<file path="src/rtl/world_clock_pkg.sv">
// Shared types and constants for the world-clock control block.
// Zone offsets are whole hours east of UTC, stored modulo 24.
package world_clock_pkg;

    typedef enum logic [1:0] {
        RUN      = 2'd0,
        SET_HOUR = 2'd1,
        SET_MIN  = 2'd2,
        SET_ZONE = 2'd3
    } mode_t;

    // UTC, CET, EET, MSK, IST, CST, JST, EST
    localparam logic [4:0] ZONE_OFFSET [8] = '{5'd0, 5'd1, 5'd2, 5'd3, 5'd5, 5'd8, 5'd9, 5'd19};

    localparam logic [5:0] SEC_MAX       = 6'd59;
    localparam logic [5:0] MIN_MAX       = 6'd59;
    localparam logic [5:0] HOURS_PER_DAY = 6'd24;
    localparam logic [4:0] BURST_LEN     = 5'd23;

    function automatic logic [4:0] to_local(input logic [4:0] base, input logic [2:0] zone);
        logic [5:0] sum;
        sum = {1'b0, base} + {1'b0, ZONE_OFFSET[zone]};
        if (sum >= HOURS_PER_DAY) begin
            sum = sum - HOURS_PER_DAY;
        end
        return sum[4:0];
    endfunction

endpackage

</file>
<file path="src/rtl/world_clock_ctrl_btn_edge.sv">
// Rising-edge detector for three pre-synchronised button levels; combinational press output.
// History resets to all-ones so a button held through reset never produces a press.
module btn_edge (
    input  logic       clk,
    input  logic       reset,
    input  logic [2:0] level,
    output logic [2:0] press
);

    logic [2:0] prev;

    always_ff @(posedge clk) begin
        if (reset) begin
            prev <= '1;
        end else begin
            prev <= level;
        end
    end

    assign press = level & ~prev;

endmodule

</file>
<file path="src/rtl/world_clock_ctrl.sv">
// Seconds/minutes timekeeping, set-mode FSM and hour_en sequencing for the world clock.
// Button presses act one cycle after sampling; hour_en is registered; no backpressure.
module world_clock_ctrl
    import world_clock_pkg::*;
#(
    parameter int TICKS_PER_SEC = 100,
    parameter int NUM_ZONES     = 8
) (
    input  logic       clk,
    input  logic       reset,
    input  logic       btn_mode,
    input  logic       btn_up,
    input  logic       btn_down,
    input  logic [4:0] base_hours,
    output logic       hour_en,
    output logic       busy,
    output logic [1:0] mode,
    output logic [5:0] min,
    output logic [5:0] sec,
    output logic [2:0] zone_sel,
    output logic [4:0] local_hours
);

    localparam int              PW         = (TICKS_PER_SEC > 1) ? $clog2(TICKS_PER_SEC) : 1;
    localparam logic [PW-1:0]   PRESC_LAST = PW'(TICKS_PER_SEC - 1);
    localparam logic [2:0]      ZONE_LAST  = 3'(NUM_ZONES - 1);

    mode_t         state;
    logic [PW-1:0] presc;
    logic [4:0]    burst_cnt;
    logic [2:0]    press;
    logic          go_mode;
    logic          go_up;
    logic          go_down;
    logic          sec_tick;

    btn_edge u_btn_edge (
        .clk   (clk),
        .reset (reset),
        .level ({btn_down, btn_up, btn_mode}),
        .press (press)
    );

    // Mode beats up/down, up+down cancel, and a burst locks out every button.
    assign go_mode  = press[0] & ~busy;
    assign go_up    = press[1] & ~press[0] & ~press[2] & ~busy;
    assign go_down  = press[2] & ~press[0] & ~press[1] & ~busy;
    assign sec_tick = (state == RUN) && (presc == PRESC_LAST);

    assign mode        = state;
    assign local_hours = to_local(base_hours, zone_sel);

    always_ff @(posedge clk) begin
        if (reset) begin
            state     <= RUN;
            presc     <= '0;
            sec       <= '0;
            min       <= '0;
            zone_sel  <= '0;
            hour_en   <= 1'b0;
            busy      <= 1'b0;
            burst_cnt <= '0;
        end else begin
            hour_en <= 1'b0;

            // Leaving RUN (or being outside it) parks the prescaler so RUN restarts a full second.
            if (state == RUN && !go_mode) begin
                presc <= sec_tick ? '0 : presc + 1'b1;
            end else begin
                presc <= '0;
            end

            if (sec_tick) begin
                if (sec == SEC_MAX) begin
                    sec <= '0;
                    if (min == MIN_MAX) begin
                        min     <= '0;
                        hour_en <= 1'b1;
                    end else begin
                        min <= min + 1'b1;
                    end
                end else begin
                    sec <= sec + 1'b1;
                end
            end

            if (busy) begin
                if (burst_cnt != '0) begin
                    hour_en   <= 1'b1;
                    burst_cnt <= burst_cnt - 1'b1;
                end else begin
                    busy <= 1'b0;
                end
            end

            case (state)
                SET_HOUR: begin
                    if (go_up) begin
                        hour_en <= 1'b1;
                    end else if (go_down) begin
                        // 23 increments on a mod-24 counter step it back by one hour.
                        busy      <= 1'b1;
                        hour_en   <= 1'b1;
                        burst_cnt <= BURST_LEN - 5'd1;
                    end
                end
                SET_MIN: begin
                    if (go_up) begin
                        min <= (min == MIN_MAX) ? '0 : min + 1'b1;
                        sec <= '0;
                    end else if (go_down) begin
                        min <= (min == '0) ? MIN_MAX : min - 1'b1;
                        sec <= '0;
                    end
                end
                SET_ZONE: begin
                    if (go_up) begin
                        zone_sel <= (zone_sel == ZONE_LAST) ? '0 : zone_sel + 1'b1;
                    end else if (go_down) begin
                        zone_sel <= (zone_sel == '0) ? ZONE_LAST : zone_sel - 1'b1;
                    end
                end
                default: ;
            endcase

            if (go_mode) begin
                state <= mode_t'(state + 2'd1);
            end
        end
    end

endmodule

</file>
<file path="config.mk">
export PLATFORM = sky130hd
export DESIGN_NAME = world_clock_ctrl
export DESIGN_NICKNAME = d
export VERILOG_FILES = /design/src/rtl/world_clock_pkg.sv /design/src/rtl/world_clock_ctrl_btn_edge.sv /design/src/rtl/world_clock_ctrl.sv
export SDC_FILE = /design/constraint.sdc
export NUM_CORES = 1
export LEC_CHECK = 0
export ABC_AREA = 1
export CORE_ASPECT_RATIO = 1.1
export CORE_MARGIN = 2
export CORE_UTILIZATION = 49
export DETAILED_ROUTE_END_ITERATION = 7
export PLACE_DENSITY = 0.78
export SLEW_MARGIN = 0
export SYNTH_ARGS = -nofsm -noshare
export SYNTH_HDL_FRONTEND = slang
export SYNTH_SLANG_ARGS = --single-unit
</file>
<file path="constraint.sdc">
create_clock -name clk -period 2.3 [get_ports clk]
set_input_delay 0.345 -clock clk [delete_from_list [all_inputs] [get_ports clk]]
set_output_delay 0.345 -clock clk [all_outputs]
set_load 0.005 [all_outputs]
</file>
* Yosys cells after proc, flatten, opt, wreduce, memory -nomap -nowiden
Memories as Yosys holds them, arrays and structs flattened.
Cells that the tools add are included.
** Word-level totals
- Register bits after elaboration :: 34
- ROM bits :: 40
- Input port bits :: 10
- Output and inout port bits :: 24
- Word-level logic and storage cells :: 91
- Memories kept :: 1
** Memory list
- (no name shown) :: words 8, width 5, rd ports 1, clocked after Yosys merged registers in 0, wr ports 0, line world_clock_pkg.sv:22 : sum = {1'b0, base} + {1'b0, ZONE_OFFSET[zone]};
** Operators by class
- Add/sub/neg operators :: 10
- Order comparisons :: 2
- Equality and inequality tests :: 7
- Mux-type cells :: 37
- Bitwise operators :: 15
- Reduce and logical (&&, ||, !) cells :: 10
** Operator list (number)
- 6-bit two-way mux :: 12
- 5-bit two-way mux :: 8
- 1-bit two-way mux :: 13
- 6-bit by 1-bit adder with 6-bit output, second input constant :: 2
- 6-bit == test, second input constant :: 2
- 3-bit two-way mux :: 4
- 7-bit by 1-bit adder with 7-bit output, second input constant :: 1
- 1-bit AND :: 7
- 7-bit == test, second input constant :: 1
- 5-bit by 5-bit adder with 6-bit output :: 1
- 6-bit by 5-bit >= comparator with 1-bit output, second input constant :: 1
- 6-bit logical NOT :: 1
- 6-bit by 1-bit subtractor with 6-bit output, second input constant :: 1
- 1-bit inverter :: 5
- 5-bit nonzero test :: 1
- 5-bit by 1-bit subtractor with 5-bit output, second input constant :: 1
- 5-bit subtractor, second input constant :: 1
- 2-bit == test, second input constant :: 2
- 4-bit >= comparator, second input constant :: 1
- 3-bit inverter with 4-bit output :: 1
- 3-bit by 1-bit adder with 3-bit output, second input constant :: 1
- 3-bit AND :: 1
- 3-bit == test, second input constant :: 1
- 3-bit logical NOT :: 1
- 10 further kinds :: 11

* Logic depth before layout (Yosys ltp)
Gate-level depths: netlist of run 1.
- Word-level depth :: 9
- Mapped depth :: 12

* Modules after synthesis
Synthesis of run 1 repeated with hierarchy kept, for this count alone.
** Second synthesis, totals
- Cells, all modules :: 345
- Area total of the unflattened synthesis :: 2311.0 um^2
** Modules (own cells, without submodules)
- world_clock_ctrl :: instances 1, cells each 332, area each 2205.9 um^2
- btn_edge :: instances 1, cells each 13, area each 105.1 um^2

* Worst setup path after synthesis of run 1
Ideal clock, no wire load.
- Kind :: register to output
- Start point :: reg zone_sel[2]
- End point :: out local_hours[3]
- Arrival :: 2.132 ns
- Slack :: -0.177 ns
- Cell stages (with the launch flop) :: 11
- Buffers on the path :: 1
- Cell sequence :: dfxtp_1 -> clkbuf_1 -> inv_1 -> o21ai_0 -> ha_1 -> inv_1 -> fa_1 -> o21ai_0 -> xor2_1 -> or2_2 -> a21oi_1
** On the way
- Word-level cells in the longest chain between the ends :: 7
- Elaborated cells on any way between the ends :: 8
- Classes of those cells :: add/sub: 2; order compare: 1; mux: 3; bitwise: 1; memory: 1
** Ends and longest elaborated chain
- start, declared :: line world_clock_ctrl.sv:20 : output logic [2:0] zone_sel,
- start signal, assigned :: line world_clock_ctrl.sv:118 : zone_sel <= (zone_sel == ZONE_LAST) ? '0 : zone_sel + 1'b1;
- start signal, assigned :: line world_clock_ctrl.sv:120 : zone_sel <= (zone_sel == '0) ? ZONE_LAST : zone_sel - 1'b1;
- 3-bit inverter with 4-bit output (not written as such) (*) :: line world_clock_pkg.sv:22
- memory 8 x 5 bit (*)
- 5-bit two-way mux (not written as such) (*) (2 in series) :: line world_clock_pkg.sv:22
- 5-bit by 5-bit adder with 6-bit output (*) :: line world_clock_pkg.sv:22
- 5-bit subtractor or 6-bit by 5-bit >= comparator with 1-bit output (tied branches) :: line world_clock_pkg.sv:24, world_clock_pkg.sv:23
- 5-bit two-way mux (*) :: line world_clock_pkg.sv:23 : if (sum >= HOURS_PER_DAY) begin
- end, declared :: line world_clock_ctrl.sv:21 : output logic [4:0] local_hours
Mark *: on every way between the ends. The rest lies on a longest branch, timed or not. The select of a mux whose other input is x is not followed.

* Worst setup path in the final report of run 1
- Start point :: reg zone_sel[1]
- End point :: out local_hours[3]
Same word-level chain as after synthesis.

==> key figures, run 1 <==
Yosys
  • Post-synthesis register bit count: 34
  • Post-synth EDFFs: 0
  • Sequential cell area fraction in the yosys report: between 20% and 30%
  • Compound-gate portion of the synthesized area: approximately an eighth
  • Synth Net Count: approximately 350
  • XOR/XNOR Fraction of Synth Area: 5.36%
  • Simple-Gate Fraction of Synth Area: around 32%
  • Yosys cell types: 38
  • Share of the synthesized area in the top cell type: slightly below 30%
  • Area leader, netlist: dfxtp_1
  • Synth top area cells: dfxtp_1 (30%), ha_1 (11%), nand2_1 (8.7%), inv_1 (6.7%), nor2_1 (5.2%)
  • Synth Area per Inst: 7.29 sq um
  • Largest family of logic cells by synthesized area: simple AND/OR/NAND/NOR gates
  • Netlist Area Pre-Place: between 2000 and 2500 sq um
  • Syn. warnings: 0
  • Multiplexer share of the synthesized area: 0%
  • Synth cell count leaders: nand2_1 (53), inv_1 (41), dfxtp_1 (34), nor2_1 (32), a21oi_1 (23)
  • Synth Area in Adders: a little under an eighth
  • Ys flop type: dfxtp_1
  • Ys async rst share: 0%
  • Synth Instances: between 300 and 400
  • Most frequent cell after synthesis: nand2_1

Setup path
  • CP Class: flop to primary output
  • CP max FO: 4
  • CP required: 1960 ps
  • CP Data Arrival Time: between 2000 and 2500 ps
  • Startpoint Class: flop
  • Crit. End Element: primary output

Die
  • Initial core utilization: 49.9%
  • IO Pins: 34
  • Die Ht: between 70 and 80 microns
  • Die width: between 60 and 70 microns
  • Area of the die: roughly 5200 sq um
  • Cell row count: 26
  • Core Area: ~4600 sq um

Power
  • P_leak: around 1.3 nW
  • Design Power: 0.00116 W
  • P per Cell Area: 393 nW/um^2
  • Worst vdd ir: ~0.42 mV

Clock tree
  • Cts bufs inserted: 5
  • Root buffer cell: clkbuf_8
  • CTS tree: yes
  • Clk sinks: 34
  • CTS Buffer Depth: 2
  • Hold_buf cts: 0
  • Clock slew at reported path FFs: 70 ps
  • Worst skew pair latency: slightly below 300 ps
  • H-tree levels: 2

Placed design
  • DP Worst Slack: -623 ps
  • RD Place Congestion: 0.839
  • Post-Place Cells: slightly above 400
  • Port Buf Inserts: 33
  • Post-DP HPWL: ~3.7 mm

Final layout
  • Layout fillers: approximately 380
  • Final nets: 400
  • P&R area growth vs syn: 29.5%
  • Final non-filler cell total: around 430
  • Layout cell share with drive strength beyond 1: 23.3%
  • N_diodes: 0
  • Final Util: 64.6%

Global route
  • Vias in the first global route: 1,922
  • GRT Util Overall: a little under a fifth
  • Met1 Use GR: about a fifth
  • Total gr overflow: 0
  • Pin count of the biggest net entering global routing: 16
  • Most Crowded Layer GR: met2
  • Global Route met2 Usage: a little over a third
  • First-pass GRT wire length: slightly below 8 mm
  • Initial antenna violation count: 0
  • M3 GR Usage: under 10%

Drt
  • WL/cell: ~11 microns
  • Initial DRT Pass Iterations: 4
  • DRC viols: 0
  • Total length of routed wires: between 4 and 5 mm
  • Post-route antenna net violation count: 0
  • Via-to-Cell Ratio: 5.02
  • Vias post-DR: approximately 2,100
  • Iteration-0 DRC Markers: about 70

Outcome
  • Violated checks: setup timing
  • Status: finished, violations left

STA
  • Relative slew slack: approximately 77%
  • Max Clock Freq: 385 MHz
  • Slack of the critical path: -295 ps
  • Slew at the pin closest to its max-slew limit: 340 ps
  • Tcrit/Tclk final: 113%
  • Slew Viols, Final: 0
  • RSZ-0062 raised after global routing: yes
  • Hold Violations, Final: 0
  • Worst Skew: about 9.5 ps
  • Final count of negative-setup-slack endpoints: 3
  • Crit path time final: ~2600 ps

Run
  • # Max-Cap Violations: 0

Hold path
  • Min-delay worst type: flop to flop
stage by stage:
step	TNS, ps	hold WS, ps	instance area, sq um
after CTS	-987	460	2920
after global routing	-1050	475	2970
after global placement	-1340	430	2800
final	-680	452	2970
after detailed placement	-1550	451	2800
after floorplan	0	418	2310
report_power, final:
part	switching (W)	leakage, nW	internal [W]	total (W)
combinational	0.0000724	0.988	0.0000661	0.000139
sequential	0.00000951	0.277	0.000600	0.000609
clock	0.000214	0.0438	0.000203	0.000417
sequential cells by signal (all words and copies together), names as in the netlist:
signal	flops
presc	7
min	6
sec	6
burst_cnt	5
u_btn_edge.prev	3
zone_sel	3
mode	2
busy	1
hour_en	1
worst paths after layout:
| path | from | endpoint | slack (ps) | depth (start not counted) |
|---|---|---|---|---|
| hold / removal | presc[0]$_SDFF_PP0_ | presc[0]$_SDFF_PP0_ | 450 | 1 |
| hold reg to reg | presc[0]$_SDFF_PP0_ | presc[0]$_SDFF_PP0_ | 450 | 1 |
| setup / recovery | zone_sel[1]$_SDFFE_PP0P_ | local_hours[3] | -290 | 11 |
| setup reg to reg | mode[0]$_SDFFE_PP0P_ | min[0]$_SDFF_PP0_ | 610 | 11 |
area by class of cell:
cell class,count,area [sq um],area share (%)
Inverter,49,189,6.37
Timing Repair Buffer,52,453,15.3
Clock buffer,5,68.8,2.32
Sequential cell,34,687,23.2
Tap cell,56,70.1,2.36
Multi-Input combinational cell,227,1490,50.2
Clock inverter,2,10.0,0.338
cells by family (layout without fill, tap and decap cells):
kind of cell,after synthesis,in the layout
flops,34,34
xor+xnor,14,14
fa+ha+maj,21,21
compound gates,49,49
buf+inv,53,108
simple gates,143,143
cells in the final DEF (no fill, tap or decap), drive strengths merged:
cell type      Yosys  routed
o211ai             2       2
nor4               1       1
a21oi             24      24
buf                1      22
a21boi             1       1
nand4              6       6
o21ai             19      19
clkbuf             3       6
clkdlybuf4s50      0      29
nor3b              4       4
dfxtp             34      34
o22ai              1       1
ha                20      20
inv               48      48
clkinv             1       3
xor2              12      12
or2                5       5
nor3               3       3
fa                 1       1
nand2             63      63
xnor2              2       2
nor2              42      42
o31ai              1       1
nand3b             2       2
nand3             17      17
a41oi              1       1
per-layer routing:
metal	part of all wire (%)	vias to the layer above
li1	-	1122
met1	43	965
met2	51	37
met3	3.8	8
met4	1.9	0
met5	0	-
critical path: stages, from the launching register on:
cell     delay (ps)
dfxtp_2         360
inv_4            60
ha_4            150
o21ai_2         110
ha_2            190
inv_2            40
fa_2            340
o21ai_2         140
xor2_1          100
or2_4           250
a21oi_2         110
buf_2           110
timing repair:
item,CTS,global route
endpoints found under the setup margin,4,4
resized for setup,23,8
pin swaps,7,8
setup buffers,1,3
Note: power is estimated with default switching activity, not from simulation.
==> run 2: changes to the inputs <==
--- a/config.mk
+++ b/config.mk
@@ -8,9 +8,10 @@
 export ABC_AREA = 1
 export CORE_ASPECT_RATIO = 1.1
 export CORE_MARGIN = 2
-export CORE_UTILIZATION = 49
+export CORE_UTILIZATION = 51
+export CTS_BUF_LIST = sky130_fd_sc_hd__clkbuf_8
 export DETAILED_ROUTE_END_ITERATION = 7
-export PLACE_DENSITY = 0.78
+export PLACE_DENSITY = 0.81
 export SLEW_MARGIN = 0
 export SYNTH_ARGS = -nofsm -noshare
 export SYNTH_HDL_FRONTEND = slang
==> run 2 against run 1 <==
  * Largest power group unchanged
  * Utilization rose by 4.8 points
  * Sequential share of layout area fell by 0.24 points
  * The flow still finishes with violations (setup timing)
  * Clock power rose by 9.6%
  * Final cell count fell by 0.24%
==> key figures, run 2 (synthesis results as in run 1) <==
STA
  • Crit path time final: around 2600 ps
  • Worst Skew: 13.4 ps
  • Slew Viols, Final: 0
  • RSZ-0062 raised after global routing: yes
  • Final TNS setup: -587 ps
  • Hold Violations, Final: 0
  • Slew at the pin closest to its max-slew limit: 340 ps
  • Relative slew slack: 77.3%
  • Final count of negative-setup-slack endpoints: 2
  • Max Clock Freq: roughly 390 MHz
  • Slack of the critical path: -297 ps
  • Tcrit/Tclk final: 113%

Clock tree
  • Worst skew pair latency: 300 ps
  • Clock slew at reported path FFs: approximately 70 ps
  • Hold_buf cts: 0
  • Clk sinks: 34
  • Root buffer cell: clkbuf_8
  • H-tree levels: 2
  • Cts bufs inserted: 5
  • CTS tree: yes
  • CTS Buffer Depth: 2

Setup path
  • CP max FO: 4
  • Crit. End Element: primary output
  • Startpoint Class: flop
  • CP required: just under 2000 ps
  • CP Class: flop to primary output
  • CP Data Arrival Time: about 2300 ps

Global route
  • GRT Util Overall: 21.0%
  • Pin count of the biggest net entering global routing: 16
  • First-pass GRT wire length: just over 8 mm
  • Total gr overflow: 0
  • Initial antenna violation count: 0
  • Vias in the first global route: approximately 2,100

Final layout
  • P&R area growth vs syn: 30.9%
  • Number of flip-flops in the largest register: 7
  • Most frequent cells in the layout: nand2_1 (51), inv_1 (39), nor2_1 (32)
  • Most common cell after layout, fill and taps aside: nand2_1
  • Final non-filler cell total: ~420
  • Layout cell share with drive strength beyond 1: about a quarter
  • Final instance area: 3000 sq um
  • Biggest regs: presc (7), min (6), sec (6)
  • N_diodes: 0
  • Layout fillers: between 300 and 400
  • Final nets: 400
  • Reg with most FFs: presc
  • Final Util: 69.4%

Placed design
  • RD Place Congestion: a little under 1
  • Port Buf Inserts: 33
  • Area post-placement: between 2000 and 3000 sq um
  • DP Worst Slack: -595 ps
  • Post-Place Cells: between 400 and 500
  • Post-DP HPWL: ~3.7 mm

Die
  • Initial core utilization: roughly 53%
  • Die Ht: approximately 74 microns
  • Cell row count: 25
  • IO Pins: 34
  • Die width: slightly below 70 microns
  • Area of the die: about 5000 sq um
  • Core Area: approximately 4300 sq um

Power
  • P_leak: approximately 1.3 nW
  • P per Cell Area: about 400 nW/um^2
  • Worst vdd ir: between 0.4 and 0.5 mV

Drt
  • Vias post-DR: roughly 2,200
  • DRC viols: 0
  • Total length of routed wires: about 5.1 mm
  • Initial DRT Pass Iterations: 4
  • Via-to-Cell Ratio: between 5 and 6
  • WL/cell: between 10 and 15 microns
  • Iteration-0 DRC Markers: 87
  • Post-route antenna net violation count: 0

Hold path
  • Min-delay worst type: flop to flop

Run
  • # Max-Cap Violations: 0

Outcome
  • Violated checks: setup timing
  • Status: finished, violations left
## run 2: cell count changes in the layout (fill, tap and decap cells not counted), sizes merged
| cell | delta |
|---|---|
| clkinv | -1 |
| dlymetal6s2s | +1 |
| inv | +1 |
## run 2: metrics by stage
stage                     power [W]  hold WS (ps)
after floorplan            0.000702           418
after global placement     0.000754           431
after detailed placement   0.000759           445
after CTS                   0.00122           460
after global routing        0.00126           495
final                       0.00121           459
## run 2: critical path: stages (launching register included)
cell	delay, ps
dfxtp_2	330
inv_2	60
buf_6	120
ha_4	230
nand2_2	70
inv_2	50
ha_4	240
a21oi_2	150
o21ai_2	70
xor2_1	170
or2_4	250
a21oi_2	100
buf_2	110
## run 2: final timing paths
kind	from	endpoint	slack (ps)	cells past startpoint
max	zone_sel[1]$_SDFFE_PP0P_	local_hours[3]	-300	12
min	presc[0]$_SDFF_PP0_	presc[0]$_SDFF_PP0_	460	1
max reg2reg	mode[0]$_SDFFE_PP0P_	min[4]$_SDFF_PP0_	620	11
min reg2reg	presc[0]$_SDFF_PP0_	presc[0]$_SDFF_PP0_	460	1
## run 2: power by group
group	total (W)	internal (W)	switching (W)
Combinational	0.000141	0.0000671	0.0000736
Sequential	0.000609	0.000599	0.00000977
Clock	0.000457	0.000237	0.000220
## run 2: cell type report
cell class	instances	area, sq um	area share [%]
tap	54	67.6	2.25
clock inverter	2	8.76	0.292
sequential	34	687	22.9
multi-input combinational	227	1500	49.9
clock buffer	6	82.6	2.76
inverter	49	186	6.22
timing repair buffer	52	468	15.6
## run 2: repair_timing
action,CTS,global route
buffers inserted,4,2
gates resized for setup,24,11
pin swaps,8,8
endpoints found under the setup margin,4,4
## run 2: per-layer routing
layer,GRT usage (%),vias up,part of all wire [%],routed length [microns]
met4,9.78,0,2.8,140
met2,39.4,34,52,2630
li1,-,1117,-,-
met5,0,-,0,0
met3,3.63,14,2.5,128
met1,22.6,1001,43,2180
